File: src/rtl/serial_pkg.sv
// Shared types for the bit-serial operand loader: controller states and
// the bit-counter width helper.
package serial_pkg;

  typedef enum logic {
    IDLE  = 1'b0,
    SHIFT = 1'b1
  } state_e;

  // A 1-bit counter is still needed at the minimum width of 2.
  function automatic int cnt_width(input int width);
    return (width < 2) ? 1 : $clog2(width);
  endfunction

endpackage

File: src/rtl/piso_shift_reg.sv
// Parallel-in, serial-out shift register; emits the LSB and shifts right.
module piso_shift_reg #(
  parameter int WIDTH = 4
) (
  input  logic             clk,
  input  logic             rst_n,
  input  logic             load,
  input  logic             shift_en,
  input  logic [WIDTH-1:0] par_in,
  output logic             ser_out
);

  logic [WIDTH-1:0] data_q;
  logic [WIDTH-1:0] data_d;

  always_comb begin
    data_d = data_q;
    if (load) begin
      data_d = par_in;
    end else if (shift_en) begin
      data_d = {1'b0, data_q[WIDTH-1:1]};
    end
  end

  always_ff @(posedge clk or negedge rst_n) begin
    if (!rst_n) begin
      data_q <= '0;
    end else begin
      data_q <= data_d;
    end
  end

  assign ser_out = data_q[0];

endmodule

File: src/rtl/serial_operand_loader.sv
// Operand front end for the bit-serial adder: accepts a parallel A/B pair
// and streams it LSB-first with first/last sideband flags.
//
// state | meaning
// IDLE  | no operand in flight, ready for a new pair
// SHIFT | presenting bit cnt_q of the loaded pair
module serial_operand_loader
  import serial_pkg::*;
#(
  parameter int WIDTH = 4
) (
  input  logic             clk,
  input  logic             reset,
  input  logic             in_valid,
  output logic             in_ready,
  input  logic [WIDTH-1:0] in_a,
  input  logic [WIDTH-1:0] in_b,
  input  logic             ser_hold,
  output logic             ser_valid,
  output logic             ser_a,
  output logic             ser_b,
  output logic             ser_first,
  output logic             ser_last,
  output logic             busy
);

  localparam int            CW       = cnt_width(WIDTH);
  localparam logic [CW-1:0] LAST_IDX = CW'(WIDTH - 1);
  localparam logic [CW-1:0] CNT_ONE  = CW'(1);

  state_e        state_q;
  state_e        state_d;
  logic [CW-1:0] cnt_q;
  logic [CW-1:0] cnt_d;
  logic          in_shift;
  logic          at_last;
  logic          load;
  logic          shift_en;
  logic          bit_a;
  logic          bit_b;

  assign in_shift = (state_q == SHIFT);
  assign at_last  = in_shift && (cnt_q == LAST_IDX);

  always_comb begin
    state_d  = state_q;
    cnt_d    = cnt_q;
    in_ready = 1'b0;
    load     = 1'b0;
    shift_en = 1'b0;
    unique case (state_q)
      IDLE: begin
        in_ready = 1'b1;
        if (in_valid) begin
          load    = 1'b1;
          cnt_d   = '0;
          state_d = SHIFT;
        end
      end
      SHIFT: begin
        // A stall freezes everything, including the handshake.
        if (!ser_hold) begin
          shift_en = 1'b1;
          if (at_last) begin
            in_ready = 1'b1;
            cnt_d    = '0;
            if (in_valid) begin
              load = 1'b1;
            end else begin
              state_d = IDLE;
            end
          end else begin
            cnt_d = cnt_q + CNT_ONE;
          end
        end
      end
      default: begin
        state_d = IDLE;
        cnt_d   = '0;
      end
    endcase
  end

  always_ff @(posedge clk or negedge reset) begin
    if (!reset) begin
      state_q <= IDLE;
      cnt_q   <= '0;
    end else begin
      state_q <= state_d;
      cnt_q   <= cnt_d;
    end
  end

  piso_shift_reg #(.WIDTH(WIDTH)) u_shift_a (
    .clk      (clk),
    .rst_n    (reset),
    .load     (load),
    .shift_en (shift_en),
    .par_in   (in_a),
    .ser_out  (bit_a)
  );

  piso_shift_reg #(.WIDTH(WIDTH)) u_shift_b (
    .clk      (clk),
    .rst_n    (reset),
    .load     (load),
    .shift_en (shift_en),
    .par_in   (in_b),
    .ser_out  (bit_b)
  );

  assign ser_valid = in_shift;
  assign busy      = in_shift;
  assign ser_a     = in_shift & bit_a;
  assign ser_b     = in_shift & bit_b;
  assign ser_first = in_shift && (cnt_q == '0);
  assign ser_last  = at_last;

endmodule

File: config.mk
export PLATFORM = sky130hd
export DESIGN_NAME = serial_operand_loader
export DESIGN_NICKNAME = d
export VERILOG_FILES = /design/src/rtl/serial_pkg.sv /design/src/rtl/piso_shift_reg.sv /design/src/rtl/serial_operand_loader.sv
export SDC_FILE = /design/constraint.sdc
export NUM_CORES = 1
export LEC_CHECK = 0
export BUFFER_PORTS_ARGS = -buffer_cell sky130_fd_sc_hd__buf_2
export CORE_MARGIN = 10
export CORE_UTILIZATION = 45
export CTS_CLUSTER_SIZE = 24
export DETAILED_ROUTE_END_ITERATION = 7
export PLACE_DENSITY = 0.72
export SLEW_MARGIN = 40
export SYNTH_ARGS = -nofsm -noshare
export SYNTH_HDL_FRONTEND = slang
export SYNTH_SLANG_ARGS = --single-unit
File: constraint.sdc
create_clock -name clk -period 1.15 [get_ports clk]
set_input_delay 0.23 -clock clk [delete_from_list [all_inputs] [get_ports clk]]
set_output_delay 0.23 -clock clk [all_outputs]
set_load 0.02 [all_outputs]
==> flow_results.org, run 1 <==
** Outcome
- The run finished, with violations left.
- Violated checks :: negative setup slack

** Power and ir drop
- Worst vdd rail ir drop :: 1480 uV
- After layout, the design draws a total of 2.38 mW.
- Power density normalized to cell area :: between 2000 and 2500 nW/um^2
- Summed over all cells, the static leakage comes to between 0.5 and 0.6 nW.

** Setup path
- STA puts the critical path data arrival time at 1.20 ns.
- STA classifies the critical path startpoint as a flop.
- Of all nets on the critical path, the largest fanout is 4.
- The worst setup path is of the reg -> out kind.
- CP Capture Type :: output port
- For the worst setup path, the data required time is 0.92 ns.

** Clocking
- After clock tree synthesis, the clock-pin slew on the worst setup and hold paths is roughly 0.08 ns.
- In this run, CTS created clock tree buffers numbering 3.
- Maximum root-to-sink buffer count :: 2
- Worst skew pair latency :: 0.27 ns
- The tree is rooted in a clkbuf_4.
- H-tree level count :: 1
- Clock sink total :: 11
- TritonCTS clock tree :: yes

** Routing
- The final layout contains routed wiring with a total length of 1.93 mm.
- The first detailed-routing pass took 5 iterations.
- DRC violations left :: 0
- Detailed routing inserted a total of 690 vias.
- Number of DRC markers in iteration 0 :: 14
- Antenna Nets Post-Route :: 0
- WL per Instance :: 15.9 um
- In the routed layout, each cell is associated on average with a via count of around 5.7.

** Cells and area
- Area of the multi-input gates :: about 480 um^2
- N_diodes :: 0
- Area Overhead vs Synth :: 51.6%
- The filler cells instantiated in the layout total 114.
- Measured on the finished design, the core utilization comes to between 70 and 80%.
- At the end of the flow, the number of nets in the layout was 120.
- The post-route netlist has 52.4% of its cells at a drive strength greater than 1.
- After routing the design area is 1110 um^2.
- Flip-flop and latch area :: 277 um^2

** Yosys
- For this run, the number of Yosys warnings is 0.
- Count of state elements after synthesis :: 11
- Synth top cells by count :: 11 x dfrtp_1, 8 x mux2i_1, 7 x a21oi_1, 7 x nand2b_1, 6 x o22ai_1
- dfrtp_1 is the most common cell in the netlist.
- Leading cell types by total area after synthesis :: dfrtp_1 38%, mux2i_1 11%, mux2_4 8.2%
- Count of unique library cells instantiated by Yosys :: 22
- The share of the Yosys chip area taken by registers is 37.6%.
- Summing every instance area after synthesis gives around 730 um^2.
- The number of nets in the synthesized netlist is 85.
- Share of flip-flops with an asynchronous set or reset :: 100%
- The top cell type by area accounts for 37.6% of the synthesized area.
- The most used flip-flop cell after synthesis is dfrtp_1.
- Cells after synthesis :: 71
- Of all cell types, the one taking the most synthesized area is dfrtp_1.
- Mapped Avg Cell Area :: 10.3 um^2
- Counting flops with a built-in enable in the synthesized netlist gives 0.

** Placed design
- HPWL after DPL :: 1.27 mm
- Weighted congestion at the end of routability-driven global placement :: 0.739
- During placement, the flow inserted port buffers numbering 18.
- Cell area reported after detailed placement :: 892 um^2

** Timing
- Final-report setup violation count :: 17
- Setup repair after global routing could not meet its margin everywhere.
- Min cycle time layout :: 1.43 ns
- Max-slew headroom :: just under 80%
- For this run, the top clock speed supported by timing is around 0.7 GHz.
- Across all setup checks in the final design, the least slack found is -0.278 ns.
- Final Hold Fails :: 0
- For the pin with the worst max-slew slack, the measured transition is 0.328 ns.
- Worst clock skew on the final layout :: 0.00126 ns
- The worst path uses 124% of the clock period.
- Final slew viol count :: 0

** Floorplanning
- Area inside the core boundary :: about 1500 um^2
- Horizontal extent of the die :: 60.3 um
- Total I/O pin count :: 19
- Count of standard-cell rows :: 14
- The die covers around 3600 um^2.
- Starting density of the core :: 48.0%
- The die is approximately 60 um tall.

** Global route
- Entering global routing, the biggest net connects 12 pins.
- Most used routing layer in global routing :: met2
- Overflow after GRT :: 0
- Fraction of met2 tracks used by global routing :: 19.4%
- For this run, the total global-route usage over all layers was measured as 11.3%.
- Global-route wire length before repair :: 3.24 mm
- Number of global-route vias before repair :: 719
- Antenna violations before repair :: 0
- Met3 demand-to-capacity share in global routing :: 3.55%
- Met1 global-route usage :: 12.9%

** Job
- Across the run, the number of max-cap violations was 0.

** Min path
- Hold crit path type :: in -> reg
[what timing repair did]
action	in CTS	in global routing
endpoints found under the hold margin	11	0
hold buffers	1	0
buffers inserted	5	2
pin swaps	9	5
gates resized for setup	33	6
endpoints found under the setup margin	17	17
[power breakdown]
| group | internal, mW | switching (mW) |
|---|---|---|
| registers | 0.536 | 0.142 |
| logic | 0.842 | 0.582 |
| clock network | 0.134 | 0.139 |
[cells by family (layout without fill, tap and decap cells)]
group / Yosys count / after routing / share of synthesized area, %
mux: 14 / 14 / 22.2
compound gates: 20 / 20 / 17.1
buf+inv: 8 / 42 / 6.32
simple gates: 16 / 16 / 13.3
flops: 11 / 11 / 37.6
fa+ha+maj: 2 / 2 / 3.42
[worst paths after layout]
path	startpoint	to	slack, ns	depth (start not counted)
min in group asynchronous	reset	busy	0.36	2
max	cnt_q[1]	in_ready	-0.28	3
max in group asynchronous	reset	busy	0.56	2
max reg2reg	busy	cnt_q[1]	-0.14	5
min	in_b[3]	u_shift_b.data_q[3]	0.21	3
min reg2reg	u_shift_b.data_q[3]	u_shift_b.data_q[3]	0.58	2
[per-stage QoR]
stage	hold WS [ns]	std cells	setup TNS (ns)	worst slack (ns)
5_1_grt	0.254	121	-2.85	-0.327
4_1_cts	0.192	120	-2.00	-0.286
3_3_place_gp	0.119	110	-0.117	-0.0220
3_5_place_dp	0.120	110	-0.304	-0.0464
6_report	0.207	121	-2.03	-0.278
2_1_floorplan	-0.0656	71	0	0.0204
[cell type report]
class / instances / area share (%)
Multi-Input combinational cell: 52 / 43.1
Timing Repair Buffer: 34 / 26.5
Sequential cell: 11 / 24.9
Clock buffer: 4 / 2.37
Tap cell: 16 / 1.80
Inverter: 4 / 1.35
[state kept, by name, summed over array words and instances, names as in the netlist]
| name | cells |
|---|---|
| u_shift_b.data_q | 4 |
| cnt_q | 2 |
| u_shift_a.data_q | 4 |
| busy | 1 |
[critical path, stage by stage, from the launching register on]
cell and delay [ns]:
dfrtp_1 0.42, ha_4 0.20, a21o_1 0.18, buf_6 0.13
[cells in the final DEF (no fill, tap or decap), drive strengths merged]
cell,n
nand2,2
nor2b,1
ha,2
a32oi,2
dlygate4sd3,1
a21o,1
clkbuf,4
dfrtp,11
a21oi,7
nand2b,7
a22o,2
nor2,1
o22ai,6
mux2,6
buf,33
mux2i,8
o21ai,2
and3b,1
and2,4
inv,4
[per-layer routing]
| layer | up-vias | wire [um] |
|---|---|---|
| met1 | 335 | 782 |
| met3 | 2 | 176 |
| met5 | - | 0 |
| li1 | 327 | - |
| met4 | 0 | 10 |
| met2 | 26 | 956 |
Note: power is estimated with default switching activity, not from simulation.
==> inputs of run 2 (changes only) <==
Settings changed: PLACE_DENSITY 0.72 to 0.74.
==> flow_results.org, run 2 (synthesis results as in run 1) <==
** Clocking
- H-tree level count :: 1 (unchanged)
- Worst skew pair latency :: 0.28 ns (about the same)
- The number of clock sinks is 11 (unchanged).
- Maximum root-to-sink buffer count :: 2 (unchanged)
- TritonCTS clock tree :: yes
- The clock transition time at the flip-flop clock pins of the worst setup and hold paths came to 0.07 ns (about the same).
- CTS buffer count :: 3 (unchanged)
- The tree is rooted in a clkbuf_4.

** Placed design
- Weighted congestion at the end of routability-driven global placement :: 0.727 (-1.5%)
- The placed cell count is 107 (-2.7%).
- The placed wire-length estimate after detailed placement is 1.26 mm (-0.54%).
- The number of buffer cells added on primary ports was 18 (unchanged).
- Pre-CTS setup slack :: -0.0932 ns (-0.0468 ns)

** Timing
- Worst clock skew on the final layout :: 0.00361 ns (+0.00236 ns)
- Max-slew headroom :: 76.2% (-2.0 points)
- The total setup violations reported at the end of the flow came to 15 (-2).
- The slew at the pin closest to its max-slew limit came to 0.357 ns (+0.0293 ns).
- Final worst path period share :: 125% (+0.47 points)
- The number of failing hold endpoints at the final stage came to 0 (unchanged).
- Setup repair after global routing could not meet its margin everywhere.
- Worst Slack Setup Final :: -0.283 ns (-0.00546 ns)
- Min cycle time layout :: 1.43 ns (+0.00546 ns)
- The maximum achievable frequency was 0.698 GHz (-0.38%).
- Final slew viol count :: 0 (unchanged)

** Routing
- WL per Instance :: 15.3 um (-3.7%)
- The detailed-routing wirelength on met1 is 740 um (-5.4%).
- The met3 wirelength from detailed routing was 111 um (-37%).
- Detailed route wirelength on metal2 :: 909 um (-4.9%)
- The post-detailed-route count of antenna-violating nets was 0 (unchanged).
- Pre-antenna DRT Iters :: 4 (-1)
- In this run the top signal layer used is met4.
- The number of DRC violations after detailed routing came to 0 (unchanged).
- Average via count per standard cell :: 5.56 (-2.5%)
- Number of DRC markers in iteration 0 :: 4 (-10)
- Total Routed Length :: 1.81 mm (-6.1%)
- Number of vias in the routed layout :: 656 (-4.9%)

** Setup path
- Critical path data required time :: 0.92 ns (about the same)
- The worst register-to-register path ends at u_shift_a.data_q[3].
- The data arrival time at the worst-slack endpoint is 1.20 ns (about the same).
- CP Capture Type :: output port
- Crit Path Category :: reg -> out
- Reg-to-Reg Start :: cnt_q[1]
- Crit path launch type :: flop
- FF-to-FF setup slack :: -0.20 ns (-0.06 ns)
- The maximum fanout along the worst path is 3 (-1).
- The logic depth of the worst register-to-register path is 5 (unchanged).

** Min path
- The worst hold path begins at in_b[3].
- Worst-case hold path end point :: u_shift_b.data_q[3]
- Hold crit path type :: in -> reg
- The depth of the worst hold-timing path came to 3 (unchanged).

** Global route
- Overflow after GRT :: 0 (unchanged)
- The global-route wire length before repair is 2.95 mm (-8.7%).
- Number of global-route vias before repair :: 661 (-8.1%)
- The largest net degree at the start of global routing came to 16 (+4).
- Overall routing resource usage :: 10.5% (-0.81 points)
- The number of antenna violations at the first check in global routing came to 0 (unchanged).

** Power and ir drop
- The post-layout total power came to 2.22 mW (-6.5%).
- Power density normalized to cell area :: 2150 nW/um^2 (+0.45%)
- Worst vdd rail ir drop :: 1490 uV (+0.29%)
- Leakage dissipation :: 0.552 nW (-5.5%)

** Floorplanning
- Die area :: 3640 um^2 (unchanged)
- The die height came to 60.3 um (unchanged).
- Starting density of the core :: 48.0% (unchanged)
- The placeable core region is 1520 um^2 (unchanged).
- The number of top-level pins was 19 (unchanged).
- Horizontal extent of the die :: 60.3 um (unchanged)
- The count of standard-cell rows came to 14 (unchanged).

** Cells and area
- The count of inserted antenna diode cells came to 0 (unchanged).
- Flip-flop and latch area :: 277 um^2 (unchanged)
- Largest registers :: u_shift_a.data_q x4, u_shift_b.data_q x4, cnt_q x2
- FILL cells :: 126 (+11%)
- Leaving out fill and tap cells, the most frequent cell in the layout is buf_2.
- Area Overhead vs Synth :: 41.2%
- Layout cell share with drive strength beyond 1 :: 48.0% (-4.3 points)
- The number of cells in the finished layout apart from fillers was 118 (-2.5%).
- The post-layout net count was 117 (-2.5%).
- Most frequent cells in the layout :: 11 x buf_2, 10 x dfrtp_1, 10 x buf_6
- Area of the multi-input gates :: 450 um^2 (-5.8%)

** Job
- The number of max-capacitance violations reported came to 0 (unchanged).

** Outcome
- The checks that failed: negative setup slack.
- Status :: finished with violations
==> run 2: changes by cell type in the layout (fill, tap and decap cells not counted), sizes merged <==
cell  previous run  this run
buf             33        30
==> run 2: worst max-delay path by stage <==
stage                         from             endpoint  slack, ns  depth (start not counted)
after floorplan           cnt_q[0]  u_shift_a.data_q[3]       0.02                          4
after global placement        busy             cnt_q[0]      -0.05                          3
after detailed placement      busy             cnt_q[0]      -0.09                          3
after CTS                 cnt_q[1]             in_ready      -0.28                          3
after global routing      cnt_q[1]             in_ready      -0.32                          3
final                     cnt_q[1]             in_ready      -0.28                          3
==> run 2: what timing repair did <==
action	in CTS	in global routing
buffers inserted	1	5
resized for setup	19	6
hold buffers	1	0
endpoints found under the setup margin	17	17
pin swaps	5	8
endpoints found under the hold margin	11	0
==> run 2: metal layers <==
layer  up-vias  track usage (%)
met2        13             17.8
li1        319                -
met4         0             6.73
met1       319             11.3
met5         -                0
met3         5             2.71
==> run 2: area by class of cell <==
cell class	count	area share [%]
multi-input combinational	52	43.6
timing repair buffer	31	23.7
clock buffer	4	2.54
sequential	11	26.8
inverter	4	1.45
tap	16	1.94
==> run 2: critical path, stage by stage (launching register included) <==
cell	delay [ns]
dfrtp_1	0.40
ha_2	0.20
a21o_1	0.19
buf_6	0.14
==> run 2: where the power goes <==
group | switching, mW | internal (mW)
logic | 0.549 | 0.746
registers | 0.115 | 0.536
clock network | 0.141 | 0.135
==> run 2: through the flow <==
| step | hold WS, ns | util [%] | TNS (ns) | instance area, um^2 |
|---|---|---|---|---|
| after floorplan | -0.0656 | - | 0 | 756 |
| after global placement | 0.116 | 57.1 | -0.174 | 870 |
| after detailed placement | 0.117 | 57.1 | -0.433 | 870 |
| after CTS | 0.185 | 63.9 | -2.06 | 973 |
| after global routing | 0.229 | 67.8 | -2.75 | 1030 |
| final | 0.185 | 67.8 | -2.12 | 1030 |
==> inputs of run 3 (changes only) <==
Settings changed: RECOVER_POWER set to 25.
==> flow_results.org, run 3 (synthesis results as in run 1) <==
** Clocking
- The number of clock sinks came to 11 (unchanged).
- Maximum root-to-sink buffer count :: 2 (unchanged)
- TritonCTS built the clock tree.
- Clock slew at reported path FFs :: 0.07 ns (about the same)
- CTS buffer count :: 3 (unchanged)
- The H-tree depth was 1 (unchanged).
- Cell at the root of the clock tree :: clkbuf_4
- Worst skew pair latency :: 0.28 ns (about the same)

** Placed design
- The routability-driven placement congestion ratio is 0.727 (unchanged).
- The number of buffer cells added on primary ports came to 18 (unchanged).
- HPWL after DPL :: 1.26 mm (unchanged)
- Cell count after placement :: 107 (unchanged)

** Global route
- Most used routing layer in global routing :: met2
- Antenna violations before repair :: 0 (unchanged)
- Met3 demand-to-capacity share in global routing :: 2.71% (unchanged)
- Met1 global-route usage :: 11.3% (unchanged)
- The aggregate global routing overflow was 0 (unchanged).
- The global-route met2 utilization is 17.8% (unchanged).
- The number of global-route vias before repair is 661 (unchanged).
- The largest net degree at the start of global routing was 16 (unchanged).
- Overall routing resource usage :: 10.5% (unchanged)
- The global-route wire length before repair came to 2.95 mm (unchanged).

** Timing
- The maximum achievable frequency was 0.698 GHz (unchanged).
- Final Hold Fails :: 0 (unchanged)
- Worst Slack Setup Final :: -0.283 ns (unchanged)
- Max-slew headroom :: 57.9% (-18 points)
- Min cycle time layout :: 1.43 ns (unchanged)
- Setup repair after global routing could not meet its margin everywhere.
- Worst clock skew on the final layout :: 0.00361 ns (unchanged)
- Final worst path period share :: 125% (unchanged)
- Final-report setup violation count :: 15 (unchanged)
- Measured slew at the worst slew-check pin :: 0.632 ns (+0.274 ns)
- Final slew viol count :: 0 (unchanged)

** Routing
- DRC violations left :: 0 (unchanged)
- The detailed-route via count was 656 (unchanged).
- Total Routed Length :: 1.81 mm (unchanged)
- The violation count after the first detailed-routing iteration is 4 (unchanged).
- WL per Instance :: 15.3 um (unchanged)
- The vias per cell was 5.56 (unchanged).
- Antenna Nets Post-Route :: 0 (unchanged)
- The count of TritonRoute iterations in the first routing pass is 4 (unchanged).

** Cells and area
- FILL cells :: 127 (+0.79%)
- The footprint of the multi-input gates came to 450 um^2 (unchanged).
- Layout cell share with drive strength beyond 1 :: 47.1% (-0.98 points)
- Flip-flop and latch area :: 277 um^2 (unchanged)
- Area Overhead vs Synth :: 41.0%
- The number of cells in the finished layout apart from fillers was 118 (unchanged).
- N_diodes :: 0 (unchanged)
- The top cell types in the final layout, fill and taps aside, are 10 x dfrtp_1, 10 x buf_2, 10 x buf_6.
- Largest registers :: u_shift_a.data_q x4, u_shift_b.data_q x4, cnt_q x2
- The post-layout net count came to 117 (unchanged).

** Power and ir drop
- The post-layout total power was 2.22 mW (about the same).
- The cell leakage power was 0.549 nW (-0.50%).
- The total power per unit cell area came to 2150 nW/um^2 (about the same).
- The maximum ir drop on the vdd rail came to 1490 uV (about the same).

** Floorplanning
- The floorplan die area is 3640 um^2 (unchanged).
- Count of standard-cell rows :: 14 (unchanged)
- The placeable core region was 1520 um^2 (unchanged).
- Y dimension of the die :: 60.3 um (unchanged)
- Horizontal extent of the die :: 60.3 um (unchanged)
- Total I/O pin count :: 19 (unchanged)
- The starting density of the core came to 48.0% (unchanged).

** Setup path
- STA classifies the critical path endpoint as an output port.
- The worst setup path is of the reg -> out kind.
- The required time of the worst setup path came to 0.92 ns (about the same).
- The worst setup path is launched from a flop.
- Crit path max fanout :: 3 (unchanged)
- The data arrival time at the worst-slack endpoint was 1.20 ns (about the same).
- The setup slack on the worst flop-to-flop path came to -0.20 ns (about the same).

** Outcome
- Status :: finished with violations
- The checks that failed: negative setup slack.

** Job
- The number of max-capacitance violations reported came to 0 (unchanged).

** Min path
- The tightest min-delay check is of the in -> reg type.
[run 3: changes by cell type in the layout (fill, tap and decap cells not counted)]
cell      before  now
buf_2         11   10
clkbuf_1       1    2
[run 3: area by class of cell]
cell class / instances / area share [%]
clock buffers: 4 / 2.55
inverters: 4 / 1.45
multi-input cells: 52 / 43.6
flip-flops and latches: 11 / 26.8
well taps: 16 / 1.94
repair buffers: 31 / 23.6
[run 3: metal layers]
| layer | up-vias | share of wire (%) |
|---|---|---|
| li1 | 319 | - |
| met1 | 319 | 41 |
| met2 | 13 | 50 |
| met3 | 5 | 6.1 |
| met4 | 0 | 2.6 |
| met5 | - | 0 |
[run 3: timing repair]
item | in CTS | in global routing
pin swaps | 5 | 8
resized for setup | 19 | 6
hold buffers | 1 | 0
hold endpoints to repair | 11 | 0
setup endpoints to repair | 17 | 17
setup buffers | 1 | 5
[run 3: final timing paths]
kind,from,endpoint,cells past startpoint
worst max-delay path,cnt_q[1],in_ready,3
worst min-delay path,in_b[3],u_shift_b.data_q[3],3
worst max register to register,cnt_q[1],u_shift_a.data_q[3],5
worst min register to register,u_shift_b.data_q[3],u_shift_b.data_q[3],2
max in group asynchronous,reset,busy,2
min in group asynchronous,reset,u_shift_a.data_q[0],2
[run 3: worst max-delay path: stages, from the launching register on]
cell and delay (ns):
dfrtp_1 0.40, ha_2 0.20, a21o_1 0.19, buf_6 0.14
[run 3: where the power goes]
part | total (mW) | internal, mW | leakage [nW] | switching [mW]
logic | 1.29 | 0.746 | 0.404 | 0.549
clock network | 0.276 | 0.135 | 0.0150 | 0.141
registers | 0.651 | 0.536 | 0.130 | 0.115
[run 3: through the flow]
stage | TNS, ns | utilization [%] | hold slack [ns] | instance area (um^2) | setup slack, ns
after floorplan | 0 | - | -0.0656 | 756 | 0.0204
after global placement | -0.174 | 57.1 | 0.116 | 870 | -0.0514
final | -2.12 | 67.7 | 0.185 | 1030 | -0.283
after CTS | -2.06 | 63.9 | 0.185 | 973 | -0.282
after detailed placement | -0.433 | 57.1 | 0.117 | 870 | -0.0932
after global routing | -2.75 | 67.7 | 0.229 | 1030 | -0.316
